==> config.mk <==
export PLATFORM = sky130hd
export DESIGN_NAME = dvi_tx_timing_ctrl
export DESIGN_NICKNAME = d
export VERILOG_FILES = /design/src/rtl/dvi_tx_pkg.sv /design/src/rtl/dvi_tx_timing_ctrl_delay_line.sv /design/src/rtl/dvi_tx_timing_ctrl.sv
export SDC_FILE = /design/constraint.sdc
export NUM_CORES = 1
export LEC_CHECK = 0
export BUFFER_PORTS_ARGS = -buffer_cell sky130_fd_sc_hd__buf_2
export CORE_MARGIN = 3
export CORE_UTILIZATION = 50
export DETAILED_ROUTE_END_ITERATION = 8
export PLACE_DENSITY = 0.76
export SYNTH_ARGS = -nofsm -noshare
export SYNTH_HDL_FRONTEND = slang
export SYNTH_SLANG_ARGS = --single-unit
==> constraint.sdc <==
create_clock -name i_clock -period 5.35 [get_ports i_clock]
set_clock_uncertainty 0.05 [all_clocks]
set_input_delay 1.3375 -clock i_clock [delete_from_list [all_inputs] [get_ports i_clock]]
set_output_delay 1.3375 -clock i_clock [all_outputs]
set_load 0.05 [all_outputs]
==> src/rtl/dvi_tx_pkg.sv <==
// Shared definitions for the DVI transmitter timing controller:
// control tokens, sequencer states, colour-bar palette and timing checks.
package dvi_tx_pkg;

   // {vsync, hsync} control tokens, active-high form before polarity is applied
   localparam logic [1:0] CTRL_NONE  = 2'b00;
   localparam logic [1:0] CTRL_HSYNC = 2'b01;
   localparam logic [1:0] CTRL_VSYNC = 2'b10;

   // Sequencer states
   typedef logic [1:0] state_t;
   localparam state_t ST_IDLE  = 2'd0;
   localparam state_t ST_RUN   = 2'd1;
   localparam state_t ST_DRAIN = 2'd2;

   // Colour-bar palette, {R,G,B}
   localparam logic [23:0] BAR_WHITE   = 24'hFFFFFF;
   localparam logic [23:0] BAR_YELLOW  = 24'hFFFF00;
   localparam logic [23:0] BAR_CYAN    = 24'h00FFFF;
   localparam logic [23:0] BAR_GREEN   = 24'h00FF00;
   localparam logic [23:0] BAR_MAGENTA = 24'hFF00FF;
   localparam logic [23:0] BAR_RED     = 24'hFF0000;
   localparam logic [23:0] BAR_BLUE    = 24'h0000FF;
   localparam logic [23:0] BAR_BLACK   = 24'h000000;

   function automatic logic [23:0] bar_rgb(input logic [2:0] idx);
      case (idx)
         3'd0:    return BAR_WHITE;
         3'd1:    return BAR_YELLOW;
         3'd2:    return BAR_CYAN;
         3'd3:    return BAR_GREEN;
         3'd4:    return BAR_MAGENTA;
         3'd5:    return BAR_RED;
         3'd6:    return BAR_BLUE;
         default: return BAR_BLACK;
      endcase
   endfunction

   // A raster dimension must fit the 12-bit counters
   function automatic bit timing_sum_ok(input int unsigned a, input int unsigned b,
                                        input int unsigned c, input int unsigned d);
      return (a + b + c + d) <= 4095;
   endfunction

endpackage

==> src/rtl/dvi_tx_timing_ctrl_delay_line.sv <==
// Fixed-depth shift register used to align raster control and pattern data
// with the upstream pixel latency. Synchronous reset flushes every stage.
module dvi_tx_delay_line
   import dvi_tx_pkg::*;
#(
   parameter int unsigned DEPTH = 2,
   parameter int unsigned WIDTH = 4
) (
   input  logic             i_clock,
   input  logic             i_reset,
   input  logic [WIDTH-1:0] i_d,
   output logic [WIDTH-1:0] o_q
);

   logic [WIDTH-1:0] r_sr [DEPTH];

   // Shift one stage per clock; reset clears all stages
   always_ff @(posedge i_clock) begin
      if (i_reset) begin
         for (int unsigned i = 0; i < DEPTH; i++) r_sr[i] <= '0;
      end else begin
         r_sr[0] <= i_d;
         for (int unsigned i = 1; i < DEPTH; i++) r_sr[i] <= r_sr[i-1];
      end
   end

   assign o_q = r_sr[DEPTH-1];

endmodule

==> src/rtl/dvi_tx_timing_ctrl.sv <==
// DVI transmitter video timing sequencer: raster counters, pixel fetch,
// latency-aligned den/data/ctrl for the three TMDS encoders.
// Optional build macro DVI_TX_TEST_PATTERN_EN adds i_test_pattern and an
// internal 8-bar colour generator.
module dvi_tx_timing_ctrl
   import dvi_tx_pkg::*;
#(
   parameter int unsigned H_ACTIVE = 1280,
   parameter int unsigned H_FP     = 110,
   parameter int unsigned H_SYNC   = 40,
   parameter int unsigned H_BP     = 220,
   parameter int unsigned V_ACTIVE = 720,
   parameter int unsigned V_FP     = 5,
   parameter int unsigned V_SYNC   = 5,
   parameter int unsigned V_BP     = 20,
   parameter int unsigned HS_POL   = 1,
   parameter int unsigned VS_POL   = 1,
   parameter int unsigned PIX_LAT  = 2
) (
   input  logic        i_clock,
   input  logic        i_reset,
   input  logic        i_enable,
`ifdef DVI_TX_TEST_PATTERN_EN
   input  logic        i_test_pattern,
`endif
   output logic        o_pix_req,
   output logic [11:0] o_pix_x,
   output logic [11:0] o_pix_y,
   input  logic [23:0] i_pix_rgb,
   input  logic        i_pix_valid,
   output logic        o_enc_den,
   output logic [7:0]  o_enc_data_b,
   output logic [7:0]  o_enc_data_g,
   output logic [7:0]  o_enc_data_r,
   output logic [1:0]  o_enc_ctrl_b,
   output logic [1:0]  o_enc_ctrl_g,
   output logic [1:0]  o_enc_ctrl_r,
   output logic        o_frame_start,
   output logic        o_underflow,
   output logic        o_busy
);

   localparam int unsigned H_TOTAL = H_ACTIVE + H_FP + H_SYNC + H_BP;
   localparam int unsigned V_TOTAL = V_ACTIVE + V_FP + V_SYNC + V_BP;

   localparam logic [11:0] H_ACT12  = 12'(H_ACTIVE);
   localparam logic [11:0] H_SB12   = 12'(H_ACTIVE + H_FP);
   localparam logic [11:0] H_SE12   = 12'(H_ACTIVE + H_FP + H_SYNC);
   localparam logic [11:0] H_LAST12 = 12'(H_TOTAL - 1);
   localparam logic [11:0] V_ACT12  = 12'(V_ACTIVE);
   localparam logic [11:0] V_SB12   = 12'(V_ACTIVE + V_FP);
   localparam logic [11:0] V_SE12   = 12'(V_ACTIVE + V_FP + V_SYNC);
   localparam logic [11:0] V_LAST12 = 12'(V_TOTAL - 1);
   localparam logic [3:0]  DRAIN_LAST = 4'(PIX_LAT - 1);

   localparam logic       HS_ACT    = (HS_POL != 0);
   localparam logic       VS_ACT    = (VS_POL != 0);
   localparam logic [1:0] CTRL_IDLE = {!VS_ACT, !HS_ACT};

   if (!timing_sum_ok(H_ACTIVE, H_FP, H_SYNC, H_BP) ||
       !timing_sum_ok(V_ACTIVE, V_FP, V_SYNC, V_BP) ||
       (PIX_LAT < 1) || (PIX_LAT > 8)) begin : g_bad_cfg
      $error("dvi_tx_timing_ctrl: raster totals exceed 4095 or PIX_LAT outside 1..8");
   end

   state_t      r_state;
   logic [11:0] r_h, r_v, r_px, r_py;
   logic [3:0]  r_drain;
   logic        r_den, r_fs, r_uf;
   logic [1:0]  r_ctrl;
   logic [23:0] r_rgb;

   logic        w_run, w_den, w_hs, w_vs, w_fs, w_req;
   logic        w_d_den, w_d_hs, w_d_vs, w_d_fs;
   logic [1:0]  w_tok;
   logic [23:0] w_src_rgb;
   logic        w_src_ok;

   assign w_run = (r_state == ST_RUN);
   assign w_den = w_run && (r_h < H_ACT12) && (r_v < V_ACT12);
   assign w_hs  = (r_h >= H_SB12) && (r_h < H_SE12);
   assign w_vs  = (r_v >= V_SB12) && (r_v < V_SE12);
   assign w_fs  = w_run && (r_h == 12'd0) && (r_v == 12'd0);

`ifdef DVI_TX_TEST_PATTERN_EN
   logic        r_tp;
   logic        w_tp_frame, w_d_pat;
   logic [2:0]  w_bar_idx;
   logic [23:0] w_pat_rgb;

   // The pattern select applies from the first pixel of the frame it is sampled on
   assign w_tp_frame = w_fs ? i_test_pattern : r_tp;
   assign w_req      = w_den && !w_tp_frame;
   assign w_bar_idx  = 3'((32'(r_h) * 32'd8) / H_ACTIVE);

   // Latch the pattern select at each frame start
   always_ff @(posedge i_clock) begin
      if (i_reset)   r_tp <= 1'b0;
      else if (w_fs) r_tp <= i_test_pattern;
   end

   dvi_tx_delay_line #(.DEPTH(PIX_LAT), .WIDTH(25)) u_pat_dly (
      .i_clock (i_clock),
      .i_reset (i_reset),
      .i_d     ({w_tp_frame && w_den, bar_rgb(w_bar_idx)}),
      .o_q     ({w_d_pat, w_pat_rgb})
   );
`else
   assign w_req = w_den;
`endif

   // Raster counters and IDLE/RUN/DRAIN sequencing
   always_ff @(posedge i_clock) begin
      if (i_reset) begin
         r_state <= ST_IDLE;
         r_h     <= '0;
         r_v     <= '0;
         r_drain <= '0;
      end else begin
         case (r_state)
            ST_IDLE: begin
               r_h <= '0;
               r_v <= '0;
               if (i_enable) r_state <= ST_RUN;
            end
            ST_RUN: begin
               if (r_h == H_LAST12) begin
                  r_h <= '0;
                  if (r_v == V_LAST12) begin
                     r_v <= '0;
                     if (!i_enable) begin
                        r_state <= ST_DRAIN;
                        r_drain <= '0;
                     end
                  end else begin
                     r_v <= r_v + 12'd1;
                  end
               end else begin
                  r_h <= r_h + 12'd1;
               end
            end
            ST_DRAIN: begin
               r_h <= '0;
               r_v <= '0;
               if (r_drain == DRAIN_LAST) r_state <= ST_IDLE;
               else                       r_drain <= r_drain + 4'd1;
            end
            default: r_state <= ST_IDLE;
         endcase
      end
   end

   // Remember the coordinates of the last issued fetch
   always_ff @(posedge i_clock) begin
      if (i_reset) begin
         r_px <= '0;
         r_py <= '0;
      end else if (w_req) begin
         r_px <= r_h;
         r_py <= r_v;
      end
   end

   dvi_tx_delay_line #(.DEPTH(PIX_LAT), .WIDTH(4)) u_ctl_dly (
      .i_clock (i_clock),
      .i_reset (i_reset),
      .i_d     ({w_fs, w_vs, w_hs, w_den}),
      .o_q     ({w_d_fs, w_d_vs, w_d_hs, w_d_den})
   );

   assign w_tok = (w_d_hs ? CTRL_HSYNC : CTRL_NONE) | (w_d_vs ? CTRL_VSYNC : CTRL_NONE);

   // Choose the pixel source that lines up with the delayed data enable
   always_comb begin
      w_src_rgb = i_pix_rgb;
      w_src_ok  = i_pix_valid;
`ifdef DVI_TX_TEST_PATTERN_EN
      if (w_d_pat) begin
         w_src_rgb = w_pat_rgb;
         w_src_ok  = 1'b1;
      end
`endif
   end

   // Encoder-facing output register, with sticky underflow on a missing pixel
   always_ff @(posedge i_clock) begin
      if (i_reset) begin
         r_den  <= 1'b0;
         r_fs   <= 1'b0;
         r_ctrl <= CTRL_IDLE;
         r_rgb  <= '0;
         r_uf   <= 1'b0;
      end else begin
         r_den  <= w_d_den;
         r_fs   <= w_d_fs;
         r_ctrl <= w_tok ^ CTRL_IDLE;
         r_rgb  <= (w_d_den && w_src_ok) ? w_src_rgb : '0;
         if (w_d_den && !w_src_ok) r_uf <= 1'b1;
      end
   end

   assign o_pix_req     = w_req;
   assign o_pix_x       = w_req ? r_h : r_px;
   assign o_pix_y       = w_req ? r_v : r_py;
   assign o_enc_den     = r_den;
   assign o_enc_data_r  = r_rgb[23:16];
   assign o_enc_data_g  = r_rgb[15:8];
   assign o_enc_data_b  = r_rgb[7:0];
   assign o_enc_ctrl_b  = r_ctrl;
   assign o_enc_ctrl_g  = CTRL_NONE;
   assign o_enc_ctrl_r  = CTRL_NONE;
   assign o_frame_start = r_fs;
   assign o_underflow   = r_uf;
   assign o_busy        = (r_state != ST_IDLE);

endmodule

==> qor.csv <==
stage;metric;value;unit
yosys;warnings from Yosys;0;
route;Pre-antenna DRT Iters;4;
yosys;sequential share of the synthesized area;47.8;%
floorplan;Die ar.;8710;sq um
timing;Hold WS;0.392;ns
critical_path;element type at the critical path end;output pin;
yosys;Async SR Flop Fraction;0;%
yosys;Post-synth EDFFs;0;
timing;unrepaired setup endpoints after global routing;no;
timing;max-slew violations;0;
route;via/cell ratio;5.38;
finish;area of the multi-input gates;1810;sq um
floorplan;Die Ht;93.3;um
hold_path;class of the worst hold path;flop to flop;
critical_path;Crit path arrival time;2.89;ns
grt;antenna violations before repair;0;
placement;DP Wirelength;5720;um
finish;layout cells sized above 1;23.9;%
yosys;post-synthesis area per instance;9.46;sq um
cts;CTS root buffer;clkbuf_8;
timing;Rel. slew slack;17.7;%
route;Wirelength per Cell;14.1;um
finish;n_diodes;0;
critical_path;Top Family by Delay on Critical Path;simple AND/OR/NAND/NOR gates;
yosys;synth top area cells;dfxtp_1 (48%), nor2b_1 (5.6%), mux2_1 (4.7%), and3_1 (4.3%), ha_1 (3.0%);
finish;final instance area;4450;sq um
finish;Final Util;60.7;%
timing;setup_tns;0;ns
critical_path;CP Cell Sequence;or4b_4, or2_1, o21a_1, buf_4, mux2_1, buf_2;
critical_path;worst-path maximum fanout;16;
pwr;combinational group share of total power;5.6;%
floorplan;CORE AREA;7330;sq um
route;Iteration-0 DRC Markers;321;
timing;Setup-failing EPs final;0;
yosys;Synth Cell Area;3810;sq um
yosys;synth unique cells;50;
pwr;Sw Share;23.1;%
pwr;PD cells;288;nW/um^2
floorplan;Initial Util;52.0;%
yosys;post-synth top area cell;dfxtp_1;
yosys;area fraction of the dominant cell type after synthesis;47.8;%
cts;CTS H-tree lvls;3;
pwr;P_leak;1.97;nW
route;Post-route DRC;0;
floorplan;num ports;87;
timing;actual slew at the worst max-slew pin;1.23;ns
critical_path;CP Launch Type;flop;
placement;Placer Congestion;0.910;
critical_path;Crit Path Category;flop to output pin;
cts;CTS clk-pin slew, worst paths;0.09;ns
floorplan;row cnt;31;
route;post-route ant nets;0;
pwr;cell internal pwr;0.000984;W
timing;Period minus WS final;4.27;ns
outcome;outcome;finished clean;
timing;maximum achievable frequency;234;MHz
cts;CTS Hold Bufs;0;
finish;fill cell total of the finished layout;641;
yosys;FF+latch count, synth;91;
placement;# port buffers;82;
floorplan;DIE WIDTH;93.3;um
finish;Syn-to-layout area delta;16.7;%
cts;Clock Tree Buf Depth;2;
cts;Resize count post-CTS;0;
yosys;Synth Instances;403;
yosys;most frequent cells after synthesis;dfxtp_1 (91), nor2b_1 (34), and3_1 (26);
cts;CTS Buf Count;9;
cts;worst skew pair latency;0.36;ns
critical_path;CP peak stage delay;0.53;ns
route;DR vias;3094;
yosys;ys flop type;dfxtp_1;
critical_path;Crit path buffers/inverters;2;
cts;post-CTS setup repair buffer count;0;
pwr;Power, Total;0.00128;W
critical_path;Worst Path Required;3.96;ns
finish;nets;508;
timing;Final Cycle Share;79.9;%
timing;final hold viol count;0;
route;Post-Route WL;8100;um
pwr;Max IR drop VDD;0.134;mV
finish;FF+latch area;1820;sq um
grt;grt ovf;0;
critical_path;slowest cell on the critical path;or4b_4;
grt;first-pass GRT wire length;13500;um
placement;placed inst area;4220;sq um
grt;largest net degree at the start of global routing;52;
cts;CTS tree;yes;
cts;sink count of the clock tree;91;
grt;vias in the first global route;2776;
pwr;clock power share;40.9;%
pwr;switching pwr;0.000296;W
yosys;cell with the most instances after synthesis;dfxtp_1;
flow_run;Max-cap violations;0;
pwr;sequential share of power;53.6;%
grt;GRT Util Overall;19.4;%
## through the flow
stage	instances	worst slack, ns
floorplan	406	1.52
global placement	559	1.50
detailed placement	559	1.44
CTS	575	1.04
global route	575	0.768
finish	575	1.08
## cell usage in the layout (no fill, tap or decap), types with 4 or more instances in the layout
cell	n
dfxtp_1	91
ha_1	9
clkbuf_8	10
nor4_1	6
nand2b_1	8
o21ai_1	6
nor2b_1	34
nor3_1	10
mux2_2	4
o21ai_0	14
mux2_1	16
a21oi_1	22
and3_1	26
a31oi_1	6
nor2_1	25
nand4_1	7
conb_1	4
nand3_1	14
inv_1	10
nand2_1	19
buf_2	82
## worst register-to-register path, stage by stage, from the launching register on
cell	delay (ns)
dfxtp_1	0.39
or4_4	0.56
or4_1	0.75
nor4_4	0.50
nand4_1	0.15
o21ai_1	0.16
## layer usage
| layer | global-route usage (%) | vias to the layer above | share of wire (%) |
|---|---|---|---|
| li1 | - | 1543 | - |
| met1 | 25.8 | 1420 | 44 |
| met2 | 30.1 | 114 | 47 |
| met3 | 5.39 | 17 | 7.0 |
| met4 | 6.84 | 0 | 1.5 |
| met5 | 0 | - | 0 |
## final cells by class
cell class	instances	area share [%]
Tap cell	99	2.78
Timing Repair Buffer	84	9.56
Inverter	10	0.844
Clock inverter	6	2.11
Clock buffer	10	3.09
Multi-Input combinational cell	275	40.7
Sequential cell	91	40.9
## logic make-up after synthesis
group           after synthesis  synth area share [%]
buf+inv                      40                  5.02
flops                        91                  47.8
other cells                   1                0.0984
compound gates               65                  10.2
fa+ha+maj                     9                  2.95
xor+xnor                      1                 0.230
mux                          22                  6.43
simple gates                174                  27.3
## final timing paths
path	start	to	slack (ns)	cells after the start
max	r_v[9]$_SDFFE_PP0P_	o_pix_y[6]	1.08	6
min	u_ctl_dly.r_sr[0][2]$_SDFF_PP0_	u_ctl_dly.r_sr[0][6]$_SDFF_PP0_	0.39	1
max reg2reg	r_h[8]$_SDFFE_PP0P_	r_v[10]$_SDFFE_PP0P_	2.71	5
min reg2reg	u_ctl_dly.r_sr[0][2]$_SDFF_PP0_	u_ctl_dly.r_sr[0][6]$_SDFF_PP0_	0.39	1
## flip-flops by register name, indices dropped and copies added (netlist names)
signal / flops
r_rgb: 24
r_h: 12
r_px: 12
r_py: 12
r_v: 12
u_ctl_dly.r_sr: 8
r_drain: 4
o_enc_ctrl_b: 2
r_state: 2
o_enc_den: 1
o_frame_start: 1
o_underflow: 1
## power groups by stage
stage	Combinational, W	Sequential (W)	Clock (W)
after floorplan	0.0000487	0.000707	0
after global placement	0.0000707	0.000701	0
after detailed placement	0.0000716	0.000701	0
after CTS	0.0000719	0.000685	0.000535
after global routing	0.0000786	0.000686	0.000562
final	0.0000712	0.000685	0.000523
Power figures use the tool's default switching activity.
